**src/rtl/fdiv_generic.sv**
```systemverilog
// fdiv_generic: iterative IEEE-754 divider, parameterised on exponent/fraction width.
// Restoring radix-2 divide, one quotient bit per cycle, RNE rounding, subnormals flushed.
module fdiv_generic #(
    parameter int EXP_W  = 11,
    parameter int MANT_W = 52,
    localparam int W     = 1 + EXP_W + MANT_W
) (
    input  logic         i_clk,
    input  logic         i_rst,
    input  logic         i_ena,
    input  logic [W-1:0] i_a,
    input  logic [W-1:0] i_b,
    output logic [W-1:0] o_res,
    output logic         o_valid,
    output logic         o_busy,
    output logic         o_illegal_op,
    output logic         o_divbyzero,
    output logic         o_overflow,
    output logic         o_underflow,
    output logic         o_inexact
);
    localparam int XW    = EXP_W + 2;
    localparam int CNT_W = $clog2(MANT_W + 3);
    localparam logic        [XW-1:0] BIAS_X   = XW'(2 ** (EXP_W - 1) - 1);
    localparam logic signed [XW-1:0] EXP_MAX  = XW'(2 ** EXP_W - 1);
    localparam logic signed [XW-1:0] EXP_ZERO = '0;

    typedef enum logic [2:0] {S_IDLE, S_UNPACK, S_DIVIDE, S_ROUND, S_DONE} state_t;

    state_t r_state, w_next;

    logic [W-1:0]          r_a, r_b;
    logic                  r_sign;
    logic signed [XW-1:0]  r_exp;
    logic [MANT_W+1:0]     r_rem;
    logic [MANT_W:0]       r_mb;
    logic [MANT_W+2:0]     r_q;
    logic [CNT_W-1:0]      r_cnt;
    logic                  r_spec, r_spec_inv, r_spec_dz;
    logic [W-1:0]          r_spec_res;
    logic [W-1:0]          r_res;
    logic                  r_inv, r_dz, r_ov, r_uf, r_nx;

    // ---------------- unpack / classification ----------------
    logic [EXP_W-1:0]  w_ea, w_eb;
    logic [MANT_W-1:0] w_fa, w_fb;
    logic w_za, w_zb, w_ia, w_ib, w_na, w_nb, w_sa, w_sb, w_sign;
    logic [MANT_W:0]   w_ma, w_mb;
    logic [XW-1:0]     w_ediff;
    logic              w_spec, w_spec_inv, w_spec_dz;
    logic [W-1:0]      w_spec_res;

    assign w_ea = r_a[W-2:MANT_W];
    assign w_eb = r_b[W-2:MANT_W];
    assign w_fa = r_a[MANT_W-1:0];
    assign w_fb = r_b[MANT_W-1:0];
    // Zero exponent covers subnormals: they are flushed to zero on input.
    assign w_za = (w_ea == '0);
    assign w_zb = (w_eb == '0);
    assign w_ia = (&w_ea) && (w_fa == '0);
    assign w_ib = (&w_eb) && (w_fb == '0);
    assign w_na = (&w_ea) && (w_fa != '0);
    assign w_nb = (&w_eb) && (w_fb != '0);
    assign w_sa = w_na && !w_fa[MANT_W-1];
    assign w_sb = w_nb && !w_fb[MANT_W-1];
    assign w_sign  = r_a[W-1] ^ r_b[W-1];
    assign w_ma    = w_za ? '0 : {1'b1, w_fa};
    assign w_mb    = w_zb ? '0 : {1'b1, w_fb};
    assign w_ediff = {2'b00, w_ea} - {2'b00, w_eb} + BIAS_X;

    // Special-case result; these bypass the datapath but keep the fixed latency.
    always_comb begin
        w_spec     = 1'b1;
        w_spec_inv = 1'b0;
        w_spec_dz  = 1'b0;
        w_spec_res = '0;
        if (w_na || w_nb) begin
            w_spec_res = {1'b0, {EXP_W{1'b1}}, 1'b1, {(MANT_W-1){1'b0}}};
            w_spec_inv = w_sa || w_sb;
        end else if ((w_za && w_zb) || (w_ia && w_ib)) begin
            w_spec_res = {1'b0, {EXP_W{1'b1}}, 1'b1, {(MANT_W-1){1'b0}}};
            w_spec_inv = 1'b1;
        end else if (w_ia) begin
            w_spec_res = {w_sign, {EXP_W{1'b1}}, {MANT_W{1'b0}}};
        end else if (w_zb) begin
            w_spec_res = {w_sign, {EXP_W{1'b1}}, {MANT_W{1'b0}}};
            w_spec_dz  = 1'b1;
        end else if (w_za || w_ib) begin
            w_spec_res = {w_sign, {(W-1){1'b0}}};
        end else begin
            w_spec     = 1'b0;
        end
    end

    // ---------------- divide step ----------------
    logic              w_ge;
    logic [MANT_W+1:0] w_diff;
    assign w_ge   = (r_rem >= {1'b0, r_mb});
    assign w_diff = r_rem - (w_ge ? {1'b0, r_mb} : '0);

    // ---------------- normalise / round / range ----------------
    logic [MANT_W+2:0]    w_qn;
    logic signed [XW-1:0] w_expn, w_expr;
    logic [MANT_W:0]      w_mant;
    logic                 w_g, w_rs, w_up;
    logic [MANT_W+1:0]    w_mantr;
    logic [MANT_W-1:0]    w_frac;
    logic [W-1:0]         w_res;
    logic                 w_ov, w_uf, w_nx;

    // Normalise the quotient to [1,2), round to nearest even, then range-check.
    always_comb begin
        w_qn   = r_q[MANT_W+2] ? r_q : {r_q[MANT_W+1:0], 1'b0};
        w_expn = r_q[MANT_W+2] ? r_exp : r_exp - XW'(1);
        w_mant = w_qn[MANT_W+2:2];
        w_g    = w_qn[1];
        w_rs   = w_qn[0] | (r_rem != '0);
        w_up   = w_g & (w_rs | w_mant[0]);
        w_mantr = {1'b0, w_mant} + {{(MANT_W+1){1'b0}}, w_up};
        w_expr = w_expn + {{(XW-1){1'b0}}, w_mantr[MANT_W+1]};
        w_frac = w_mantr[MANT_W+1] ? w_mantr[MANT_W:1] : w_mantr[MANT_W-1:0];
        w_ov   = (w_expr >= EXP_MAX);
        w_uf   = (w_expr <= EXP_ZERO);
        w_nx   = w_g | w_rs | w_ov | w_uf;
        if (w_ov)
            w_res = {r_sign, {EXP_W{1'b1}}, {MANT_W{1'b0}}};
        else if (w_uf)
            w_res = {r_sign, {(W-1){1'b0}}};
        else
            w_res = {r_sign, w_expr[EXP_W-1:0], w_frac};
    end

    // ---------------- FSM ----------------
    // State register.
    always_ff @(posedge i_clk or posedge i_rst) begin
        if (i_rst) r_state <= S_IDLE;
        else       r_state <= w_next;
    end

    // Next-state logic; the counter sets the DIVIDE dwell.
    always_comb begin
        w_next = r_state;
        case (r_state)
            S_IDLE:   if (i_ena) w_next = S_UNPACK;
            S_UNPACK: w_next = S_DIVIDE;
            S_DIVIDE: if (r_cnt == '0) w_next = S_ROUND;
            S_ROUND:  w_next = S_DONE;
            S_DONE:   w_next = S_IDLE;
            default:  w_next = S_IDLE;
        endcase
    end

    // Handshake outputs decoded from state.
    always_comb begin
        o_valid = (r_state == S_DONE);
        o_busy  = (r_state != S_IDLE);
    end

    // Datapath registers, advanced per state.
    always_ff @(posedge i_clk or posedge i_rst) begin
        if (i_rst) begin
            r_a <= '0; r_b <= '0; r_sign <= 1'b0; r_exp <= '0;
            r_rem <= '0; r_mb <= '0; r_q <= '0; r_cnt <= '0;
            r_spec <= 1'b0; r_spec_inv <= 1'b0; r_spec_dz <= 1'b0; r_spec_res <= '0;
            r_res <= '0; r_inv <= 1'b0; r_dz <= 1'b0; r_ov <= 1'b0; r_uf <= 1'b0; r_nx <= 1'b0;
        end else begin
            case (r_state)
                S_IDLE: if (i_ena) begin
                    r_a <= i_a;
                    r_b <= i_b;
                end
                S_UNPACK: begin
                    r_sign     <= w_sign;
                    r_exp      <= w_ediff;
                    r_rem      <= {1'b0, w_ma};
                    r_mb       <= w_mb;
                    r_q        <= '0;
                    r_cnt      <= CNT_W'(MANT_W + 2);
                    r_spec     <= w_spec;
                    r_spec_inv <= w_spec_inv;
                    r_spec_dz  <= w_spec_dz;
                    r_spec_res <= w_spec_res;
                end
                S_DIVIDE: begin
                    r_rem <= w_diff << 1;
                    r_q   <= {r_q[MANT_W+1:0], w_ge};
                    r_cnt <= r_cnt - CNT_W'(1);
                end
                S_ROUND: begin
                    if (r_spec) begin
                        r_res <= r_spec_res; r_inv <= r_spec_inv; r_dz <= r_spec_dz;
                        r_ov  <= 1'b0; r_uf <= 1'b0; r_nx <= 1'b0;
                    end else begin
                        r_res <= w_res; r_inv <= 1'b0; r_dz <= 1'b0;
                        r_ov  <= w_ov; r_uf <= w_uf; r_nx <= w_nx;
                    end
                end
                default: ;
            endcase
        end
    end

    assign o_res        = r_res;
    assign o_illegal_op = r_inv;
    assign o_divbyzero  = r_dz;
    assign o_overflow   = r_ov;
    assign o_underflow  = r_uf;
    assign o_inexact    = r_nx;

endmodule

```
**config.mk**
```make
export PLATFORM = sky130hd
export DESIGN_NAME = fdiv_generic
export DESIGN_NICKNAME = d
export VERILOG_FILES = /design/src/rtl/fdiv_generic.sv
export SDC_FILE = /design/constraint.sdc
export NUM_CORES = 1
export LEC_CHECK = 0
export CORE_MARGIN = 1
export CORE_UTILIZATION = 32
export CTS_BUF_LIST = sky130_fd_sc_hd__clkbuf_4
export DETAILED_ROUTE_END_ITERATION = 10
export SYNTH_ARGS = -nofsm -noshare
export SYNTH_HDL_FRONTEND = slang
export SYNTH_SLANG_ARGS = --single-unit
```
**constraint.sdc**
```tcl
create_clock -name i_clk -period 13.5 [get_ports i_clk]
set_input_delay 2.7 -clock i_clk [delete_from_list [all_inputs] [get_ports i_clk]]
set_output_delay 2.7 -clock i_clk [all_outputs]
set_load 0.1 [all_outputs]
```
Word-level counts from Yosys, hierarchy flattened --
Index checks and enable logic that the tools add are counted.
Cells by class: equal/unequal tests 6, reduce and logical (&&, ||, !) cells 29, bitwise operators 7, add/subtract/negate cells 7, magnitude comparators 3, mux-type cells 36
Operators by type and width (count):
- $mux W64 | 6
- $mux W53 | 3
- $mux W63 | 2
- $pmux W55 S2 | 1
- $pmux W54 S2 | 1
- $logic_not A52 Y1 | 2
- $reduce_bool A52 Y1 | 2
- $mux W55 | 1
- $add A53 B1 Y54 | 1
- $ge A54 B53 Y1 | 1
- $reduce_bool A54 Y1 | 1
- $sub A53 B53 Y53 | 1
- $mux W52 | 1
- $logic_not A11 Y1 | 2
- $reduce_and A11 Y1 | 2
- $mux W1 | 16
- $add A12 B11 Y13 const B | 1
- $add A13 B1 Y13 | 1
- $ge A13 B12 Y1 const B | 1
- $le A13 B1 Y1 const B | 1
- $mux W13 | 1
- $sub A13 B2 Y13 const B | 1
- $pmux W3 S4 | 1
- $pmux W6 S2 | 1
- 18 further kinds | 37
Word-level totals: output and inout bits 71, bits of input ports 131, register bits after elaboration 449, word-level logic and storage cells 107

Logic depth before layout (Yosys ltp) --
depth in word-level cells 10, depth in mapped cells 31, mapped depth without buffers 23

Worst setup path before layout --
OpenSTA, ideal clock, no wires.
path type register -> register, from register r_q[54], to register r_res[17], in the netlist o_res[17], period minus slack after synthesis 6.644 ns, slack 6.856 ns, data required time 13.367 ns, path buffers 9, data arrival time 6.511 ns, library setup time 0.133 ns, stages on the path, launching flop included 30, cell sequence dfrtp_1 buf_2 clkbuf_1 buf_2 buf_1 buf_2 clkbuf_1 buf_1 clkbuf_1 mux2i_1 a21oi_1 ha_1 nand3_1 or4_1 nor3_1 nand4_1 nor2_1 nand2_1 nor2_1 ha_1 ha_1 o211ai_1 a211oi_1 xnor2_1 nand4b_1 or4_1 nand3_4 o21bai_1 clkbuf_1 o21ai_0
On the way: cells in the longest elaborated chain, start to end 10, elaborated cells on any way between the ends 13, those cells by class 2 x add/sub; 2 x order compare; 6 x mux; 3 x bitwise
RTL lines:
- start, declared | line 37 | logic [MANT_W+2:0] r_q;
- start signal, assigned | line 186 | r_q <= {r_q[MANT_W+1:0], w_ge};
- $mux W55 | line 113 | w_qn = r_q[MANT_W+2] ? r_q : {r_q[MANT_W+1:0], 1'b0};
- $or A1 B1 Y1 | line 117 | w_rs = w_qn[0] | (r_rem != '0);
- $or A1 B1 Y1 | line 118 | w_up = w_g & (w_rs | w_mant[0]);
- $and A1 B1 Y1 | line 118
- $add A53 B1 Y54 | line 119 | w_mantr = {1'b0, w_mant} + {{(MANT_W+1){1'b0}}, w_up};
- $add A13 B1 Y13 | line 120 | w_expr = w_expn + {{(XW-1){1'b0}}, w_mantr[MANT_W+1]};
- $le A13 B1 Y1 | line 123 | w_uf = (w_expr <= EXP_ZERO);
- $mux W63 | line 127 | else if (w_uf)
- $mux W63 * | line 125 | if (w_ov)
- $mux W64 * | line 190 | if (r_spec) begin
- end signal, assigned | line 191 | r_res <= r_spec_res; r_inv <= r_spec_inv; r_dz <= r_spec_dz;
- end, declared | line 41 | logic [W-1:0] r_res;
Mark *: on every way between the ends. The rest lies on a longest branch, timed or not. A chain may end at the register's enable or synchronous reset.

Worst setup path after layout --
from register r_q[54], to register r_res[6], in the netlist o_res[6]
Same word-level chain as after synthesis.

==> run summary <==
Clk pwr share - 15.1%
Kind of critical path - reg -> reg
Crit Path Max Fanout - 65
Setup TNS - 0 ns
WL final - 69.0 mm
Yosys cell types - 82
Setup crit end - o_res[6]$_DFFE_PP0P_
Ys async rst share - 100%
Synthesized net count - 2765
Most frequent cells after synthesis - dfrtp_1 (388), nand2_1 (356), o21ai_0 (138), a21oi_1 (131), nor2_1 (130)
Final Hold Viols - 0
Initial Util - 32.3%
First-pass GRT wire length - 110 mm
Average vias per placed instance - 5.30
Ports - 202
Area leader, netlist - dfrtp_1
Int Pwr - 3.87 mW
CTS sink cnt - 388
Grt ovf - 0
Largest net degree at the start of global routing - 118
FF+latch count, synth - 388
Layout cells sized above 1 - 12.3%
Worst-path clk slew - 0.06 ns
Share of Yosys cell area claimed by the top area cell type - 42.0%
DRT Pass-1 Iters - 5
R2R setup slack - 6.28 ns
GPL Wtd Cong - 0.896
HPWL Detailed - 49.1 mm
DR WL/cell - 18.5 um
Crit. End Element - flip-flop
Unrepaired setup endpoints after global routing - false
Fin nets - 2956
Fmax - 139 MHz
Critical path required time - 14.27 ns
Hold WS - 0.476 ns
Pleak - 11.4 nW
Post-Route Skew - 0.0794 ns
Vias - 19800
Status - complete, no violations
IO Port Bufs - 201
Seq/Total Area, Yosys - 42.0%
Post-cts resize count - 0
CTS tree - built
Synth Cell Area - 23100 sq um
Core area - 71500 sq um
Post-synth EDFFs - 0
Slew Limit Fails - 0
Antenna Nets Post-Route - 0
Ys flop type - dfrtp_1
FF-to-FF End - o_res[6]$_DFFE_PP0P_
Tmin final - 7.22 ns
CTS Buf Count - 113
Max H-tree Level - 3
Hold Buf Count CTS - 0
Count leader, synth - dfrtp_1
Fin crit share - 53.5%
Synth warn - 0
Clk Latency, worst-skew pair - 0.91 ns
RR Startpoint - r_q[54]$_DFFE_PP0P_
R2R depth - 15
Switching Fraction - 48.1%
Initial antenna violation count - 1
# setup viols final - 0
Cell Pwr Density - 273 nW/um^2
Post-CTS Setup Repair Bufs - 0
Cells after Synth - 2507
HP Class - reg -> reg
Crit path from - r_q[54]$_DFFE_PP0P_
DIE WIDTH - 271 um
Detailed-route DRC error count - 0
Critical Path AT - 7.99 ns
Rows - 98
Peak VDD IR - 0.180 mV
Sw Pwr - 3.60 mW
Synth-to-layout area growth - 18.4%
Die area - 73300 sq um
Max Cap Viol - 0
Syn_area_per_cell - 9.21 sq um
Clk buf depth - 3
Least-Margin Pin Slew - 1.22 ns
Ranking of synthesized cells by area - dfrtp_1 (42%), ha_1 (6.8%), nand2_1 (5.8%)
Relative slew slack - 18.5%
Die height - 271 um
Critical Path Source Type - flip-flop
DRT iter0 DRCs - 1488
All-layer global routing usage - 18.7%
Comb pwr share - 56.7%
Vias in the first global route - 19500
Root Driver - clkbuf_4
Flop pwr share - 28.3%
## flip-flops by register name, indices dropped and copies added (netlist names)
signal        cells
o_divbyzero       1
o_illegal_op      1
o_inexact         1
o_overflow        1
o_res            64
o_underflow       1
r_a              64
r_b              64
r_cnt             6
r_exp            13
r_mb             53
r_q              55
r_rem            54
r_sign            1
r_spec            1
r_spec_dz         1
r_spec_inv        1
r_spec_res        3
r_state           3
## cells by family after synthesis
family	after synthesis	share of synthesized area, %
multiplexers	142	6.79
buffers and inverters	254	4.27
AO/OA/AOI/OAI	660	18.9
flip-flops	388	42.0
XOR/XNOR	106	4.02
adder cells (fa/ha/maj)	127	6.94
AND/OR/NAND/NOR	830	17.1
## worst max-delay path, cell delays in order (launching register included)
cell and delay [ns]:
dfrtp_4 0.80, buf_4 0.66, clkinv_1 0.92, nor2_1 0.27, o21ai_0 0.12, nor2_1 0.28, o2111ai_1 0.41, nor2_1 0.54
ha_1 0.35, o2111ai_1 0.47, a211oi_1 0.39, o32a_1 0.18, o31a_1 0.22, nand3_4 0.24, nor2_1 1.00, a32o_1 0.29
## final cells by class
class | count | area [sq um]
diodes | 4 | 10.0
clock buffers | 162 | 1220
clock inverters | 39 | 220
fillers | 7282 | 44100
inverters | 111 | 424
multi-input cells | 1865 | 12400
flip-flops and latches | 388 | 9710
well taps | 950 | 1190
repair buffers | 219 | 2150
## worst min path at each step
stage	end	start	cells past startpoint
6_report	o_res[5]$_DFFE_PP0P_	o_res[5]$_DFFE_PP0P_	2
5_1_grt	r_cnt[5]$_DFFE_PP0P_	r_cnt[5]$_DFFE_PP0P_	1
4_1_cts	o_res[5]$_DFFE_PP0P_	o_res[5]$_DFFE_PP0P_	2
3_5_place_dp	o_overflow$_DFFE_PP0P_	o_overflow$_DFFE_PP0P_	2
3_3_place_gp	o_overflow$_DFFE_PP0P_	o_overflow$_DFFE_PP0P_	2
2_1_floorplan	r_spec_res[62]$_DFFE_PP0P_	r_spec_res[62]$_DFFE_PP0P_	2
## stage by stage
stage / instances / utilization, % / power (mW) / worst slack (ns) / area, sq um
6_report: 3738 / 38.3 / 7.47 / 6.28 / 27400
5_1_grt: 3738 / 38.3 / 8.09 / 5.69 / 27400
4_1_cts: 3734 / 38.3 / 7.49 / 6.30 / 27300
3_5_place_dp: 3533 / 36.2 / 6.31 / 6.34 / 25900
3_3_place_gp: 3533 / 36.2 / 6.29 / 6.35 / 25900
2_1_floorplan: 2507 / - / 5.19 / 0.0158 / 23100
## cells in the final DEF, fill, tap and decap left out, drive strengths merged, types with 10 or more instances in the layout
| master | n |
|---|---|
| inv | 112 |
| o211ai | 13 |
| nor2b | 26 |
| a22o | 58 |
| mux2 | 118 |
| ha | 125 |
| clkinv | 35 |
| buf | 18 |
| and2 | 14 |
| dfrtp | 388 |
| o21ai | 147 |
| nand2 | 356 |
| a21o | 46 |
| clkdlybuf4s50 | 201 |
| nor4 | 53 |
| a211o | 13 |
| a31oi | 46 |
| xor2 | 45 |
| a221oi | 11 |
| nand4 | 37 |
| a211oi | 41 |
| mux2i | 24 |
| and3 | 27 |
| nor3 | 48 |
| a21oi | 131 |
| a21boi | 12 |
| nand3 | 72 |
| o21bai | 10 |
| xnor2 | 61 |
| nor2 | 130 |
| clkbuf | 162 |
| o31ai | 12 |
| or3 | 12 |
| o22ai | 54 |
| nand2b | 11 |
## per-layer routing
| layer | track usage [%] | wire length (um) | up-vias |
|---|---|---|---|
| li1 | - | - | 9571 |
| met1 | 25.4 | 31700 | 9538 |
| met3 | 3.23 | 3490 | 121 |
| met5 | 0 | 0 | - |
| met2 | 29.9 | 31800 | 567 |
| met4 | 6.78 | 1990 | 0 |
## power by group through the flow
| stage | clock network, mW | logic [mW] | registers [mW] |
|---|---|---|---|
| 2_1_floorplan | 0 | 3.13 | 2.06 |
| 3_3_place_gp | 0 | 4.17 | 2.11 |
| 3_5_place_dp | 0 | 4.19 | 2.12 |
| 4_1_cts | 1.17 | 4.21 | 2.10 |
| 5_1_grt | 1.23 | 4.70 | 2.17 |
| 6_report | 1.13 | 4.23 | 2.11 |
Power figures use the tool's default switching activity.
